**src/rtl/vga_sync.sv**
```systemverilog
// VGA timing generator: divides clk down to a pixel tick and produces the
// horizontal/vertical counters, registered active-low syncs and frame marker.
module vga_sync #(
    parameter int unsigned TICK_DIV = 4,
    parameter int unsigned HD       = 640,
    parameter int unsigned HF       = 16,
    parameter int unsigned HR       = 96,
    parameter int unsigned HB       = 48,
    parameter int unsigned VD       = 480,
    parameter int unsigned VF       = 10,
    parameter int unsigned VR       = 2,
    parameter int unsigned VB       = 33
) (
    input  logic       clk,
    input  logic       reset,
    output logic       hsync,
    output logic       vsync,
    output logic       video_on,
    output logic       p_tick,
    output logic [9:0] pixel_x,
    output logic [9:0] pixel_y,
    output logic       frame_tick
);

    localparam int unsigned CW = 10;
    localparam int unsigned TW = (TICK_DIV > 1) ? $clog2(TICK_DIV) : 1;

    localparam logic [TW-1:0] TICK_LAST = TW'(TICK_DIV - 1);

    localparam logic [CW-1:0] H_LAST       = CW'(HD + HF + HR + HB - 1);
    localparam logic [CW-1:0] V_LAST       = CW'(VD + VF + VR + VB - 1);
    localparam logic [CW-1:0] H_VISIBLE    = CW'(HD);
    localparam logic [CW-1:0] V_VISIBLE    = CW'(VD);
    localparam logic [CW-1:0] H_SYNC_FIRST = CW'(HD + HF);
    localparam logic [CW-1:0] H_SYNC_LAST  = CW'(HD + HF + HR - 1);
    localparam logic [CW-1:0] V_SYNC_FIRST = CW'(VD + VF);
    localparam logic [CW-1:0] V_SYNC_LAST  = CW'(VD + VF + VR - 1);

    logic [TW-1:0] tick_q;
    logic [TW-1:0] tick_next;
    logic [CW-1:0] h_q;
    logic [CW-1:0] h_next;
    logic [CW-1:0] v_q;
    logic [CW-1:0] v_next;
    logic          h_at_end;
    logic          v_at_end;
    logic          hsync_next;
    logic          vsync_next;

    // Pixel tick divider; >= also recovers any out-of-range value.
    always_comb begin
        tick_next = tick_q + TW'(1);
        if (tick_q >= TICK_LAST) begin
            tick_next = '0;
        end
    end

    assign p_tick   = (tick_q == TICK_LAST);
    assign h_at_end = (h_q >= H_LAST);
    assign v_at_end = (v_q >= V_LAST);

    // Counters move only on a pixel tick; line end carries into the line count.
    always_comb begin
        h_next = h_q;
        v_next = v_q;
        if (p_tick) begin
            if (h_at_end) begin
                h_next = '0;
                if (v_at_end) begin
                    v_next = '0;
                end else begin
                    v_next = v_q + CW'(1);
                end
            end else begin
                h_next = h_q + CW'(1);
            end
        end
    end

    // Syncs are decoded from the next counts so they switch with the counters.
    always_comb begin
        hsync_next = 1'b1;
        vsync_next = 1'b1;
        if ((h_next >= H_SYNC_FIRST) && (h_next <= H_SYNC_LAST)) begin
            hsync_next = 1'b0;
        end
        if ((v_next >= V_SYNC_FIRST) && (v_next <= V_SYNC_LAST)) begin
            vsync_next = 1'b0;
        end
    end

    always_ff @(posedge clk) begin
        if (reset) begin
            tick_q <= '0;
            h_q    <= '0;
            v_q    <= '0;
            hsync  <= 1'b1;
            vsync  <= 1'b1;
        end else begin
            tick_q <= tick_next;
            h_q    <= h_next;
            v_q    <= v_next;
            hsync  <= hsync_next;
            vsync  <= vsync_next;
        end
    end

    assign pixel_x    = h_q;
    assign pixel_y    = v_q;
    assign video_on   = (h_q < H_VISIBLE) && (v_q < V_VISIBLE);
    assign frame_tick = p_tick && (h_q == H_LAST) && (v_q == V_LAST);

endmodule

```
**config.mk**
```make
export PLATFORM = sky130hd
export DESIGN_NAME = vga_sync
export DESIGN_NICKNAME = d
export VERILOG_FILES = /design/src/rtl/vga_sync.sv
export SDC_FILE = /design/constraint.sdc
export NUM_CORES = 1
export LEC_CHECK = 0
export BUFFER_PORTS_ARGS = -buffer_cell sky130_fd_sc_hd__buf_2
export CORE_MARGIN = 5
export CORE_UTILIZATION = 50
export CTS_CLUSTER_SIZE = 14
export DETAILED_ROUTE_END_ITERATION = 8
export HOLD_SLACK_MARGIN = 0.15
export PLACE_DENSITY = 0.83
export SYNTH_ARGS = -nofsm -noshare
export SYNTH_HDL_FRONTEND = slang
export SYNTH_SLANG_ARGS = --single-unit
```
**constraint.sdc**
```tcl
create_clock -name clk -period 2.65 [get_ports clk]
set_input_delay 0.265 -clock clk [delete_from_list [all_inputs] [get_ports clk]]
set_output_delay 0.265 -clock clk [all_outputs]
set_load 0.1 [all_outputs]
```
==> results.py, run 1 <==
metrics = {
    "worst_setup_path": {
        "required_ns": 2.38,
        "cp_slowest_cell": "buf_2",
        "crit_path_max_fanout": 13,
        "critPathLaunch": "tick_q[0]",
        "cp.arrival_ns": 2.09,
        "crit_path_max_incr_delay_ns": 0.47,
        "path_cells": "ha_2 -> and3_1 -> nand3_1 -> nor4_4 -> buf_2",
        "worstSetupPathType": "reg -> out",
        "r2r_start": "pixel_y[7]",
        "end_kind": "output pin",
        "worstSetupStartpointType": "flip-flop",
        "r2r_slack_ns": 0.35,
    },
    "yosys": {
        "ys_async_sr_fraction_pct": 0,
        "netlist_instances": 171,
        "synthFlopType": "dfxtp_1",
        "synth_top_family_by_area": "simple AND/OR/NAND/NOR gates",
        "synth_adder_area_share_pct": 3.68,
        "synth_compound_area_share_pct": 14.9,
        "syn_area_mm2": 0.00136,
        "synthMuxAreaShare_pct": 2.39,
        "synth_nets": 177,
        "synth-xor-area-share_pct": 7.08,
        "synth_edf_count": 0,
        "synth-seq-cells": 24,
        "ys.warnings.count": 0,
        "synth_cell_type_count": 42,
        "yosysSeqAreaShare_pct": 35.3,
        "synth.avg_cell_area_um2": 7.95,
        "synthSimpleGateAreaFrac_pct": 32.8,
    },
    "route": {
        "route.final.wire_length_mm": 3.31,
        "wire_per_inst_um": 14.8,
        "vias": 1349,
        "postRouteAntennaNets": 0,
        "first_iter_violations": 78,
        "firstDrtPassIters": 4,
        "via_per_inst": 6.02,
        "drc_errors": 0,
    },
    "placed_design": {
        "dp_hpwl_mm": 2.50,
        "portBuffers": 26,
        "pre_cts_slack_ns": 0.394,
        "dpl_cell_area_mm2": 0.00154,
        "gp_congestion": 0.869,
    },
    "flow_run": {
        "max-cap-violations": 0,
    },
    "timing": {
        "finClkSkew_ns": 0.0116,
        "fin_ws_ns": 0.293,
        "tightest_slew_ns": 0.586,
        "setup_viol": 0,
        "rsz0062_at_grt": "no",
        "finalMaxSlewViolations": 0,
        "whs_ns": 0.269,
        "max_slew_margin_pct": 60.8,
        "min_period_ns": 2.36,
        "fmax_mhz": 424,
        "fin_crit_sh_pct": 88.9,
        "setup_tns_ns": 0,
        "hold_viol_final": 0,
    },
    "clock_tree": {
        "clkLatencyLatePin_ns": 0.32,
        "holdBufCountCts": 0,
        "cts_resized": 0,
        "cts_root_buffer": "clkbuf_4",
        "path_clk_slew_ns": 0.14,
        "postCtsSetupBuffers": 0,
        "cts_tree": "done",
        "cts_buffers": 3,
        "htree_levels": 1,
        "clock_path_buffers": 2,
        "clock-sinks": 24,
    },
    "layout": {
        "final_net_count": 200,
        "nFillCells": 244,
        "area_delta_synth_final_pct": 17.0,
        "final_common_cell": "buf_2",
        "drive_gt1_share_pct": 28.5,
        "antenna_cells": 0,
        "fin_area_mm2": 0.00159,
        "final_cell_mix": "buf_2, nor2_1, dfxtp_2",
    },
    "global_routing": {
        "first_global_vias": 1331,
        "grt_pass1_wl_mm": 5.80,
        "overflow": 0,
        "grt_max_degree": 15,
        "grt_usage_pct": 17.5,
        "antenna_found_initial": 0,
    },
    "die": {
        "dieHeight_um": 62.2,
        "rows": 19,
        "dieArea_mm2": 0.00386,
        "die_x_um": 62.2,
        "start_util_pct": 50.6,
        "ios": 27,
        "core_area_mm2": 0.00269,
    },
    "min_path": {
        "hp-start": "reset",
        "worstHoldPathType": "in -> reg",
    },
    "run_status": {
        "status": "completed",
    },
    "pwr": {
        "p_per_area_mw_per_mm2": 440,
        "power_uw": 701,
        "p_leak_nw": 0.620,
        "irDropWorstVdd_mv": 0.286,
    },
}
[final cells by class]
class / instances / area (µm²) / share of cell area [%]
Inverter: 5 / 18.8 / 1.18
Clock buffer: 3 / 22.5 / 1.42
Clock inverter: 1 / 30.0 / 1.89
Timing Repair Buffer: 27 / 138 / 8.65
Sequential cell: 24 / 499 / 31.4
Tap cell: 31 / 38.8 / 2.44
Multi-Input combinational cell: 133 / 845 / 53.1
[state kept, by name, indices dropped and copies added, names as in the netlist]
name / flops
pixel_x: 10
pixel_y: 10
tick_q: 2
hsync: 1
vsync: 1
[metrics by stage]
stage               instances  utilization [%]
floorplan                 171                -
global placement          220             57.3
detailed placement        220             57.3
CTS                       224             59.2
global route              224             59.2
finish                    224             59.2
[cells in the mapped netlist (all sizes together) (3+ instances only)]
| master | instances | area share (%) |
|---|---|---|
| or4 | 3 | 1.9 |
| nor2 | 24 | 6.6 |
| nor3 | 4 | 1.5 |
| nand4 | 7 | 3.2 |
| xor2 | 4 | 2.6 |
| inv | 5 | 1.4 |
| nor2b | 4 | 1.8 |
| and3 | 3 | 1.4 |
| a21oi | 8 | 2.9 |
| nand2 | 9 | 2.5 |
| nand2b | 5 | 2.3 |
| clkbuf | 8 | 2.2 |
| o21ai | 9 | 3.6 |
| xnor2 | 7 | 4.5 |
| a31oi | 3 | 1.8 |
| nand3 | 11 | 4.0 |
| dfxtp | 24 | 35 |
| ha | 4 | 3.7 |
[power breakdown]
| part | leakage (nW) | switching [mW] | internal, mW |
|---|---|---|---|
| clock | 0.0279 | 0.112 | 0.153 |
| combinational | 0.390 | 0.0461 | 0.0152 |
| sequential | 0.202 | 0.00670 | 0.368 |
[path summary, 6_finish.rpt]
check,endpoint,cells after the start
setup / recovery,frame_tick,5
hold / removal,pixel_y[6],2
setup reg to reg,vsync,5
hold reg to reg,tick_q[0],1
[critical path, delay by kind of cell (launching register included)]
kind | cells | cell delay [ns]
fa+ha+maj | 1 | 0.32
buf+inv | 1 | 0.47
flops | 1 | 0.37
simple gates | 3 | 0.63
[cell families after synthesis]
kind of cell    count (synthesis)
simple gates                   84
xor+xnor                       11
flops                          24
buf+inv                        14
compound gates                 31
mux                             3
fa+ha+maj                       4
[layer usage]
layer	GRT usage (%)	part of all wire [%]	up-vias
met2	30.3	52	45
met4	8.67	1.9	0
met3	3.24	5.3	8
met5	0	0	-
li1	-	-	650
met1	20.2	40	646
(Power assumes the default switching activity.)
==> inputs of run 2 (changes only) <==
--- a/config.mk
+++ b/config.mk
@@ -6,6 +6,7 @@
 export NUM_CORES = 1
 export LEC_CHECK = 0
 export BUFFER_PORTS_ARGS = -buffer_cell sky130_fd_sc_hd__buf_2
+export CORE_ASPECT_RATIO = 1.4
 export CORE_MARGIN = 5
 export CORE_UTILIZATION = 50
 export CTS_CLUSTER_SIZE = 14
==> run 2 against run 1 <==
  * Combinational power is 2% lower
  * Cell count rose by 2.2%
  * Clock power shrank 26%
  * Utilization rose by 1.2 points
==> results.py, run 2 (synthesis results as in run 1) <==
metrics = {
    "clock_tree": {
        "holdBufCountCts": 0,
        "cts_root_buffer": "clkbuf_4",
        "clkLatencyLatePin_ns": 0.32,
        "cts_tree": "done",
        "clock_path_buffers": 2,
        "cts_buffers": 3,
        "htree_levels": 1,
        "clock-sinks": 24,
        "path_clk_slew_ns": 0.14,
        "cts_resized": 0,
        "postCtsSetupBuffers": 0,
    },
    "worst_setup_path": {
        "worstSetupStartpointType": "flip-flop",
        "r2r_cells": 5,
        "end_kind": "output pin",
        "r2r_start": "pixel_y[7]",
        "reg2reg_to": "vsync",
        "required_ns": 2.38,
        "crit_path_max_fanout": 13,
        "r2r_slack_ns": 0.36,
        "critPathLaunch": "tick_q[0]",
        "cp.arrival_ns": 2.10,
        "worstSetupPathType": "reg -> out",
    },
    "timing": {
        "fin_ws_ns": 0.290,
        "finalMaxSlewViolations": 0,
        "finClkSkew_ns": 0.0106,
        "tightest_slew_ns": 0.557,
        "max_slew_margin_pct": 62.8,
        "fmax_mhz": 424,
        "setup_tns_ns": 0,
        "setup_viol": 0,
        "hold_viol_final": 0,
        "fin_crit_sh_pct": 89.1,
        "whs_ns": 0.267,
        "rsz0062_at_grt": "no",
        "min_period_ns": 2.36,
    },
    "global_routing": {
        "first_global_vias": 1193,
        "grt_usage_pct": 17.8,
        "overflow": 0,
        "grt_max_degree": 14,
        "antenna_found_initial": 0,
        "grt_pass1_wl_mm": 5.34,
    },
    "min_path": {
        "hp-start": "reset",
        "worstHoldPathType": "in -> reg",
        "hold_end": "pixel_y[6]",
        "worstHoldPathCells": 2,
    },
    "run_status": {
        "status": "completed",
    },
    "die": {
        "start_util_pct": 52.0,
        "ios": 27,
        "core_area_mm2": 0.00262,
        "dieHeight_um": 71.7,
        "rows": 22,
        "dieArea_mm2": 0.00388,
        "die_x_um": 54.1,
    },
    "placed_design": {
        "dp_hpwl_mm": 2.47,
        "portBuffers": 26,
        "pre_cts_slack_ns": 0.375,
        "gp_congestion": 0.904,
    },
    "layout": {
        "final_net_count": 200,
        "post-route-util_pct": 60.5,
        "antenna_cells": 0,
        "drive_gt1_share_pct": 28.5,
        "area_delta_synth_final_pct": 16.3,
        "final_cell_mix": "buf_2, nor2_1, dfxtp_2",
        "nFillCells": 242,
        "final_common_cell": "buf_2",
    },
    "pwr": {
        "combPwrFrac_pct": 9.5,
        "internal_power_uw": 467,
        "p_per_area_mw_per_mm2": 398,
        "power.switching_uw": 162,
        "irDropWorstVdd_mv": 0.401,
        "p_leak_nw": 0.613,
        "swShare_pct": 25.8,
        "seq_power_share_pct": 59.5,
        "pwr-share-clk_pct": 31.0,
    },
    "route": {
        "wire_per_inst_um": 14.2,
        "postRouteAntennaNets": 0,
        "vias": 1329,
        "first_iter_violations": 38,
        "firstDrtPassIters": 4,
        "route.final.wire_length_mm": 3.24,
        "drc_errors": 0,
        "via_per_inst": 5.80,
    },
    "flow_run": {
        "max-cap-violations": 0,
    },
}
==> run 2: cell types whose count changed in the layout (fill, tap and decap cells not counted), sizes merged <==
cell	change
bufinv	-1
clkbuf	+1
==> run 2: critical path: stages (launching register included) <==
cell     delay, ns
dfxtp_1       0.36
ha_2          0.32
and3_1        0.22
nand3_1       0.17
nor4_4        0.25
buf_2         0.46
==> run 2: metrics by stage <==
| step | power [mW] | cells | cell area [µm²] |
|---|---|---|---|
| detailed placement | 0.443 | 225 | 1550 |
| global route | 0.656 | 229 | 1580 |
| finish | 0.629 | 229 | 1580 |
| global placement | 0.440 | 225 | 1550 |
| floorplan | 0.432 | 171 | 1400 |
| CTS | 0.633 | 229 | 1580 |
==> run 2: how the worst max path moves through the flow <==
| stage | cells past startpoint | end |
|---|---|---|
| 2_1_floorplan | 4 | frame_tick |
| 3_3_place_gp | 5 | vsync |
| 3_5_place_dp | 5 | vsync |
| 4_1_cts | 5 | frame_tick |
| 5_1_grt | 5 | frame_tick |
| 6_report | 5 | frame_tick |
==> run 2: metal layers <==
| metal | vias to the layer above | wire length (µm) | track usage [%] |
|---|---|---|---|
| met3 | 8 | 149 | 2.91 |
| li1 | 653 | - | - |
| met5 | - | 0 | 0 |
| met1 | 633 | 1370 | 22.6 |
| met2 | 35 | 1650 | 28.8 |
| met4 | 0 | 67 | 7.76 |
==> run 2: final cells by class <==
class	count	area (µm²)	share of cell area, %
Clock buffer	4	36.3	2.29
Inverter	5	18.8	1.19
Multi-Input combinational cell	133	845	53.4
Sequential cell	24	499	31.6
Tap cell	36	45.0	2.85
Timing Repair Buffer	27	138	8.70
==> run 2: power groups by stage <==
stage	registers (mW)	clock network, mW	logic, mW
after global routing	0.375	0.217	0.0634
after CTS	0.374	0.199	0.0602
after detailed placement	0.382	0	0.0604
after global placement	0.382	0	0.0589
after floorplan	0.401	0	0.0315
final	0.374	0.195	0.0598
